**config.mk**
```make
export PLATFORM = sky130hd
export DESIGN_NAME = mux_nto1_scan
export DESIGN_NICKNAME = d
export VERILOG_FILES = /design/src/rtl/mux_scan_pkg.sv /design/src/rtl/mux_nto1_sel.sv /design/src/rtl/mux_nto1_scan.sv
export SDC_FILE = /design/constraint.sdc
export NUM_CORES = 1
export LEC_CHECK = 0
export CELL_PAD_IN_SITES_DETAIL_PLACEMENT = 1
export CELL_PAD_IN_SITES_GLOBAL_PLACEMENT = 1
export CORE_ASPECT_RATIO = 1.75
export CORE_MARGIN = 5
export CORE_UTILIZATION = 24
export CTS_CLUSTER_SIZE = 28
export DETAILED_ROUTE_END_ITERATION = 6
export PLACE_DENSITY_LB_ADDON = 0.1
export SYNTH_ARGS = -nofsm -noshare
export SYNTH_HDL_FRONTEND = slang
export SYNTH_SLANG_ARGS = --single-unit
```
**constraint.sdc**
```tcl
create_clock -name clk -period 7.4 [get_ports clk]
set_input_delay 1.11 -clock clk [delete_from_list [all_inputs] [get_ports clk]]
set_output_delay 1.11 -clock clk [all_outputs]
set_load 0.01 [all_outputs]
```
**src/rtl/mux_scan_pkg.sv**
```systemverilog
// Shared types and constants for the N:1 registered scan multiplexer.
package mux_scan_pkg;

  typedef enum logic [0:0] {
    IDLE = 1'b0,
    SEND = 1'b1
  } state_e;

  localparam logic MODE_MANUAL = 1'b0;
  localparam logic MODE_SCAN   = 1'b1;

endpackage

```
**src/rtl/mux_nto1_sel.sv**
```systemverilog
// Combinational channel selector: picks one DATA_W word out of a flattened bus.
module mux_nto1_sel #(
  parameter int unsigned NUM_CH = 32,
  parameter int unsigned DATA_W = 8,
  parameter int unsigned SEL_W  = $clog2(NUM_CH)
) (
  input  logic [NUM_CH*DATA_W-1:0] din_i,
  input  logic [SEL_W-1:0]         idx_i,
  output logic [DATA_W-1:0]        word_o
);

  // Out-of-range indices yield zero; callers never load such a word.
  always_comb begin
    word_o = '0;
    for (int k = 0; k < int'(NUM_CH); k++) begin
      if (idx_i == SEL_W'(k)) begin
        word_o = din_i[k*DATA_W +: DATA_W];
      end
    end
  end

endmodule

```
**src/rtl/mux_nto1_scan.sv**
```systemverilog
// N-channel registered mux with valid/ready output, manual and scan modes.
// Optional feature macro: MUX_SCAN_PARITY_EN adds out_par = ^out_data.
module mux_nto1_scan
  import mux_scan_pkg::*;
#(
  parameter int unsigned NUM_CH = 32,
  parameter int unsigned DATA_W = 8,
  localparam int unsigned SEL_W = $clog2(NUM_CH)
) (
  input  logic                     clk,
  input  logic                     rst_n,
  input  logic [NUM_CH*DATA_W-1:0] din,
  input  logic                     mode,
  input  logic [SEL_W-1:0]         sel_in,
  input  logic                     start,
  output logic [DATA_W-1:0]        out_data,
  output logic [SEL_W-1:0]         out_ch,
  output logic                     out_valid,
  input  logic                     out_ready,
  output logic                     busy,
  output logic                     done,
  output logic                     err
`ifdef MUX_SCAN_PARITY_EN
  ,
  output logic                     out_par
`endif
);

  state_e             state_q, state_d;
  logic               mode_q, mode_d;
  logic [DATA_W-1:0]  data_q, data_d;
  logic [SEL_W-1:0]   ch_q, ch_d;
  logic               valid_q, valid_d;
  logic               done_q, done_d;
  logic               err_q, err_d;
  logic [SEL_W-1:0]   next_idx;
  logic [DATA_W-1:0]  next_word;
  logic               last_ch;

  // In IDLE the candidate is the start channel; in SEND it is the following scan channel.
  always_comb begin
    if (state_q == IDLE) begin
      next_idx = (mode == MODE_SCAN) ? '0 : sel_in;
    end else begin
      next_idx = ch_q + SEL_W'(1);
    end
  end

  mux_nto1_sel #(
    .NUM_CH (NUM_CH),
    .DATA_W (DATA_W),
    .SEL_W  (SEL_W)
  ) u_sel (
    .din_i  (din),
    .idx_i  (next_idx),
    .word_o (next_word)
  );

  assign last_ch = (ch_q == SEL_W'(NUM_CH - 1));

  always_comb begin
    state_d = state_q;
    mode_d  = mode_q;
    data_d  = data_q;
    ch_d    = ch_q;
    valid_d = valid_q;
    done_d  = 1'b0;
    err_d   = 1'b0;
    unique case (state_q)
      IDLE: begin
        if (start) begin
          if (mode == MODE_SCAN || 32'(sel_in) < NUM_CH) begin
            state_d = SEND;
            mode_d  = mode;
            data_d  = next_word;
            ch_d    = next_idx;
            valid_d = 1'b1;
          end else begin
            err_d = 1'b1;
          end
        end
      end
      SEND: begin
        if (out_ready) begin
          if (mode_q == MODE_MANUAL || last_ch) begin
            state_d = IDLE;
            valid_d = 1'b0;
            done_d  = 1'b1;
          end else begin
            data_d = next_word;
            ch_d   = next_idx;
          end
        end
      end
      default: state_d = IDLE;
    endcase
  end

  always_ff @(posedge clk) begin
    if (!rst_n) begin
      state_q <= IDLE;
      mode_q  <= MODE_MANUAL;
      data_q  <= '0;
      ch_q    <= '0;
      valid_q <= 1'b0;
      done_q  <= 1'b0;
      err_q   <= 1'b0;
    end else begin
      state_q <= state_d;
      mode_q  <= mode_d;
      data_q  <= data_d;
      ch_q    <= ch_d;
      valid_q <= valid_d;
      done_q  <= done_d;
      err_q   <= err_d;
    end
  end

`ifdef MUX_SCAN_PARITY_EN
  logic par_q;

  // Tracks data_q exactly, so it holds under backpressure like the beat itself.
  always_ff @(posedge clk) begin
    if (!rst_n) begin
      par_q <= 1'b0;
    end else begin
      par_q <= ^data_d;
    end
  end

  assign out_par = par_q;
`endif

  assign out_data  = data_q;
  assign out_ch    = ch_q;
  assign out_valid = valid_q;
  assign busy      = (state_q != IDLE);
  assign done      = done_q;
  assign err       = err_q;

endmodule

```
==> flow_metrics.tcl, run 1 <==
set metrics [dict create \
    status "finished, final reports clean" \
    dp.cells 973 \
    seqCellArea_um2 340 \
    power_density_mw_per_mm2 103 \
    finalSetupViolations 0 \
    crit_start "mode" \
    routed_wirelength_mm 26.4 \
    core_mm2 0.0153 \
    clk_path_buf_depth 2 \
    cpMaxStageDelayCell "o311ai_0" \
    setup_tns_ns 0 \
    drive_gt1_frac 0.0746 \
    synth_top_flop_cell "dfxtp_1" \
    dpl.hpwl_mm 21.7 \
    grt.overflow.total 0 \
    timing.fmax_mhz 217 \
    path_clk_slew_ns 0.07 \
    p_leak_nw 2.25 \
    r2r_cells 7 \
    drc_errors 0 \
    worstReg2RegEnd "out_data[7]" \
    synth-edff-count 0 \
    arrival_ns 4.74 \
    clk_latency_ns 0.26 \
    slew_viol_final 0 \
    worst_path_largest_cell_delay_ns 0.77 \
    vias 5806 \
    fin_crit_sh 0.624 \
    path_cells "clkdlybuf4s50_1 -> nor2_2 -> a22o_1 -> buf_4 -> nand3_1 -> o311ai_0 -> a31oi_1 -> a311oi_1 -> a21oi_1" \
    crit_fanout 22 \
    slew_headroom 0.282 \
    antenna_found_initial 2 \
    cts_tree "built" \
    maxCapViolCount 0 \
    crit_end "out_data[7]" \
    grt_first_pass_wirelength_mm 39.1 \
    fillers 1914 \
    cp-end-kind "flip-flop" \
    first_global_vias 6487 \
    syn_nets 806 \
    multi_input_area_mm2 0.00310 \
    postCtsHoldBufs 0 \
    nets 1060 \
    io_buffers 281 \
    avgSynthCellArea_um2 6.90 \
    rows 60 \
    cts.repair.resized 0 \
    drt_iter0_markers 291 \
    crit_path_start_kind "primary input" \
    cts_sinks 17 \
    cts-root-buf "clkbuf_16" \
    period_needed_ns 4.62 \
    ir_worst_vdd_uv 102 \
    stdcell_count 979 \
    post_drt_wl_per_cell_um 27.0 \
    die_area_mm2 0.0182 \
    synth-seq-cells 17 \
    grt_max_degree 45 \
    yosysSeqAreaShare 0.0917 \
    postCtsSetupBuffers 0 \
    die_w_um 104 \
    hold_violations 0 \
    pin_count 283 \
    async_reset_ff_frac 0 \
    die_h_um 175 \
    final_util 0.436 \
    tightest_slew_ns 1.07 \
    ys_types 86 \
    min_path_type "reg -> reg" \
    rsz0062_at_grt "no" \
    critical_path_class "in -> reg" \
    fin_skew_ns 0.0110 \
    syn-cell-area_mm2 0.00371 \
    ff2ff_setup_slack_ns 3.36 \
    yosys_warnings 0 \
    r2r-start "busy" \
    cts_buffers 3 \
    drt-pass1-iter-count 7 \
    syn2layout_area_growth_pct 79.8 \
    drt-vias-per-instance 5.93 \
    htreeDepth 1 \
    syn_inst 538 \
    ant_nets 0 \
    grt_usage 0.273 \
    start_util 0.242 \
    critical_path_required_ns 7.53 \
    place_congestion 0.958 \
]
==> metrics by stage <==
stage / worst slack (ns) / instance area (µm²) / total power, mW / hold WS, ns
3_5_place_dp: 2.54 / 6590 / 0.571 / 0.495
2_1_floorplan: 4.36 / 3710 / 0.318 / 0.452
5_1_grt: 2.56 / 6680 / 0.719 / 0.553
6_report: 2.78 / 6680 / 0.688 / 0.507
3_3_place_gp: 2.67 / 6590 / 0.566 / 0.478
4_1_cts: 2.80 / 6670 / 0.688 / 0.506
==> per-layer routing <==
| metal | vias to the layer above | routed length (µm) | global-route usage |
|---|---|---|---|
| met5 | - | 0 | 0 |
| met4 | 0 | 1060 | 0.100 |
| met3 | 50 | 1390 | 0.0401 |
| met2 | 259 | 14500 | 0.538 |
| met1 | 2806 | 9390 | 0.284 |
| li1 | 2691 | - | - |
==> Yosys cell counts, types with 12 or more instances <==
library cell / n / share of area
a21oi_1: 55 / 0.074
nand2_1: 47 / 0.048
nor2_1: 47 / 0.048
o21ai_0: 38 / 0.051
o22ai_1: 34 / 0.057
a22oi_1: 26 / 0.053
nand3_1: 20 / 0.027
dfxtp_1: 17 / 0.092
nor3_1: 17 / 0.023
buf_2: 15 / 0.020
clkbuf_1: 14 / 0.014
a221oi_1: 13 / 0.031
a211oi_1: 12 / 0.024
==> power breakdown <==
part | leakage, nW | internal, mW | switching (mW) | total, mW
clock | 0.0409 | 0.0727 | 0.0443 | 0.117
combinational | 2.07 | 0.231 | 0.225 | 0.457
sequential | 0.140 | 0.102 | 0.0122 | 0.114
total | 2.25 | 0.406 | 0.282 | 0.688
==> cells in the final DEF, fill, tap and decap left out, types with 5 or more instances in the layout <==
master,n
o21ai_0,38
nand3_1,20
nor2b_1,5
a22oi_1,24
a222oi_1,11
o22ai_1,34
and3_1,5
o221ai_1,11
a221oi_1,13
clkdlybuf4s50_1,281
a21oi_1,55
nand2b_1,6
a31oi_1,9
nor2_1,46
nand4_1,5
buf_4,12
dfxtp_1,17
nand2_1,47
o211ai_1,6
nor3_1,17
a211oi_1,12
==> state kept, by name, indices dropped and copies added, names as in the netlist <==
| signal | count |
|---|---|
| out_data | 8 |
| out_ch | 5 |
| out_valid | 1 |
| done | 1 |
| mode_q | 1 |
| busy | 1 |
==> critical path: cells and delay by family <==
kind,cells,cell delay (ns)
AOI/OAI and AO/OA,5,1.88
buffers and inverters,2,0.94
and+or+nand+nor,2,0.81
==> worst min path at each step <==
stage | from | to | slack, ns | cells past startpoint
5_1_grt | out_data[3] | out_data[3] | 0.55 | 1
3_3_place_gp | mode_q | mode_q | 0.48 | 2
4_1_cts | out_ch[1] | out_ch[1] | 0.51 | 2
2_1_floorplan | mode_q | mode_q | 0.45 | 2
6_report | out_ch[1] | out_ch[1] | 0.51 | 2
3_5_place_dp | out_data[3] | out_data[3] | 0.50 | 1
==> kinds of logic (layout without fill, tap and decap cells) <==
logic type | after synthesis | count (layout) | synth area share
multiplexers | 3 | 3 | 0.0104
AND/OR/NAND/NOR | 185 | 185 | 0.258
flip-flops | 17 | 17 | 0.0917
adder cells (fa/ha/maj) | 2 | 2 | 0.00674
XOR/XNOR | 1 | 1 | 0.00236
buffers and inverters | 49 | 302 | 0.0779
other | 1 | 3 | 0.00101
AO/OA/AOI/OAI | 280 | 280 | 0.552
==> layout make-up <==
cell class	instances	share of cell area
well taps	186	0.0349
clock inverters	1	0.000750
multi-input cells	472	0.464
diodes	2	0.000750
repair buffers	293	0.435
flip-flops and latches	17	0.0510
inverters	5	0.00281
clock buffers	3	0.0112
Note: power is estimated with default switching activity, not from simulation.
==> run 2, diff against run 1 <==
Settings changed: CORE_UTILIZATION 24 to 20.
Clock period 7.4 ns to 3.9 ns, I/O delays scaled along.
==> flow_metrics.tcl, run 2 (synthesis gave the netlist of run 1 again) <==
set metrics [dict create \
    worstReg2RegEnd "out_data[0]" \
    whs_ns 0.485 \
    min_from "mode_q" \
    holdPathStages 2 \
    hold_violations 0 \
    vias 6030 \
    arrival_ns 3.74 \
    setup_tns_ns 0 \
    clk_latency_ns 0.26 \
    maxCapViolCount 0 \
    tightest_slew_ns 0.855 \
    min_to "mode_q" \
    largest_register_ffs 8 \
    grt.overflow.total 0 \
    crit_fanout 12 \
    fillers 2266 \
    finalSetupViolations 0 \
    critical_path_required_ns 4.04 \
    routed_wirelength_mm 30.2 \
    ff2ff_setup_slack_ns 0.46 \
    io_buffers 281 \
    r2r-start "busy" \
    die_w_um 113 \
    grt_max_degree 23 \
    path_buf_inv 2 \
    postCtsSetupBuffers 0 \
    cpMaxStageDelayCell "clkdlybuf4s50_1" \
    cts_buffers 3 \
    layout_commonest_cell "clkdlybuf4s50_1" \
    min_path_type "reg -> reg" \
    postCtsHoldBufs 0 \
    drt_iter0_markers 359 \
    slew_viol_final 0 \
    period_needed_ns 3.61 \
    r2r_cells 9 \
    final_cell_mix "clkdlybuf4s50_1, a21oi_1, buf_4" \
    path_cells "clkdlybuf4s50_1 -> nor2_2 -> a22oi_2 -> buf_4 -> a222oi_1 -> a21oi_1 -> o31ai_1 -> o2111ai_1 -> a22oi_1 -> a21oi_1" \
    rsz0062_at_grt "no" \
    dpl.hpwl_mm 25.7 \
    drt-pass1-iter-count 7 \
    clk_path_buf_depth 2 \
    ir_worst_vdd_uv 133 \
    crit_path_start_kind "primary input" \
    core_mm2 0.0184 \
    status "complete, but fails checks" \
    rows 66 \
    path_common_cell "a21oi_1" \
    cts-root-buf "clkbuf_16" \
    drc_errors 5 \
    htreeDepth 1 \
    syn2layout_area_growth_pct 89.6 \
    fin_crit_sh 0.924 \
    post_drt_wl_per_cell_um 28.2 \
    die_h_um 190 \
    power_density_mw_per_mm2 194 \
    path_clk_slew_ns 0.06 \
    drt-vias-per-instance 5.63 \
    die_area_mm2 0.0215 \
    place_congestion 0.916 \
    critical_path_class "in -> reg" \
    critPathTopFamily "compound AO/OA/AOI/OAI gates" \
    antenna_found_initial 4 \
    ant_nets 0 \
    nets 1097 \
    start_util 0.202 \
    grt_usage 0.267 \
    violations "DRC" \
    cts_sinks 17 \
    fin_skew_ns 0.0109 \
    pin_count 283 \
    worst_path_largest_cell_delay_ns 0.57 \
    first_global_vias 6798 \
    slew_headroom 0.429 \
    cp-end-kind "flip-flop" \
    grt_first_pass_wirelength_mm 43.3 \
    cts.repair.resized 0 \
    drive_gt1_frac 0.116 \
    p_leak_nw 2.44 \
    cts_tree "built" \
    timing.fmax_mhz 277 \
]
run 2: cell types whose count changed in the layout (fill, tap and decap cells not counted):
cell / delta
buf_12: +1
buf_4: +36
diode_2: +3
run 2: through the flow:
stage                     setup slack [ns]  utilization  instances  cell area [µm²]  power (mW)
final                                0.295        0.382       1071             7040        1.37
after global routing                0.0550        0.382       1070             7040        1.44
after CTS                            0.352        0.382       1066             7030        1.37
after detailed placement            0.0858        0.377       1062             6950        1.14
after global placement               0.116        0.377       1062             6950        1.14
after floorplan                       1.28            -        538             3710       0.604
run 2: layer usage:
metal | global-route usage | share of wire | up-vias
met1 | 0.276 | 0.34 | 2937
li1 | - | - | 2779
met2 | 0.518 | 0.56 | 255
met4 | 0.131 | 0.047 | 0
met5 | 0 | 0 | -
met3 | 0.0330 | 0.045 | 59
run 2: area by class of cell:
| type | count | area [µm²] | share of cell area |
|---|---|---|---|
| inverters | 5 | 18.8 | 0.00267 |
| multi-input cells | 472 | 3100 | 0.440 |
| repair buffers | 330 | 3190 | 0.454 |
| clock buffers | 3 | 75.1 | 0.0107 |
| well taps | 238 | 298 | 0.0423 |
| flip-flops and latches | 17 | 340 | 0.0484 |
| diodes | 5 | 12.5 | 0.00178 |
| clock inverters | 1 | 5.00 | 0.000711 |
run 2: how the worst max path moves through the flow:
stage | from | endpoint | slack, ns | depth (start not counted)
final | mode | out_data[0] | 0.29 | 10
after detailed placement | mode | out_data[0] | 0.09 | 10
after CTS | mode | out_data[0] | 0.35 | 10
after global routing | mode | out_data[0] | 0.05 | 10
after floorplan | out_ch[0] | out_data[3] | 1.28 | 11
after global placement | mode | out_data[0] | 0.12 | 10
run 2: power by group:
group,switching [mW],internal [mW],leakage [nW]
logic,0.457,0.470,2.26
clock network,0.0859,0.138,0.0409
registers,0.0232,0.193,0.140
total,0.566,0.801,2.44
run 2: worst reg2reg max path, delay by kind of cell (launching register included):
| kind | cells | cell delay, ns |
|---|---|---|
| AOI/OAI and AO/OA | 6 | 1.56 |
| buffers and inverters | 1 | 0.26 |
| DFF | 1 | 0.76 |
| and+or+nand+nor | 2 | 0.74 |
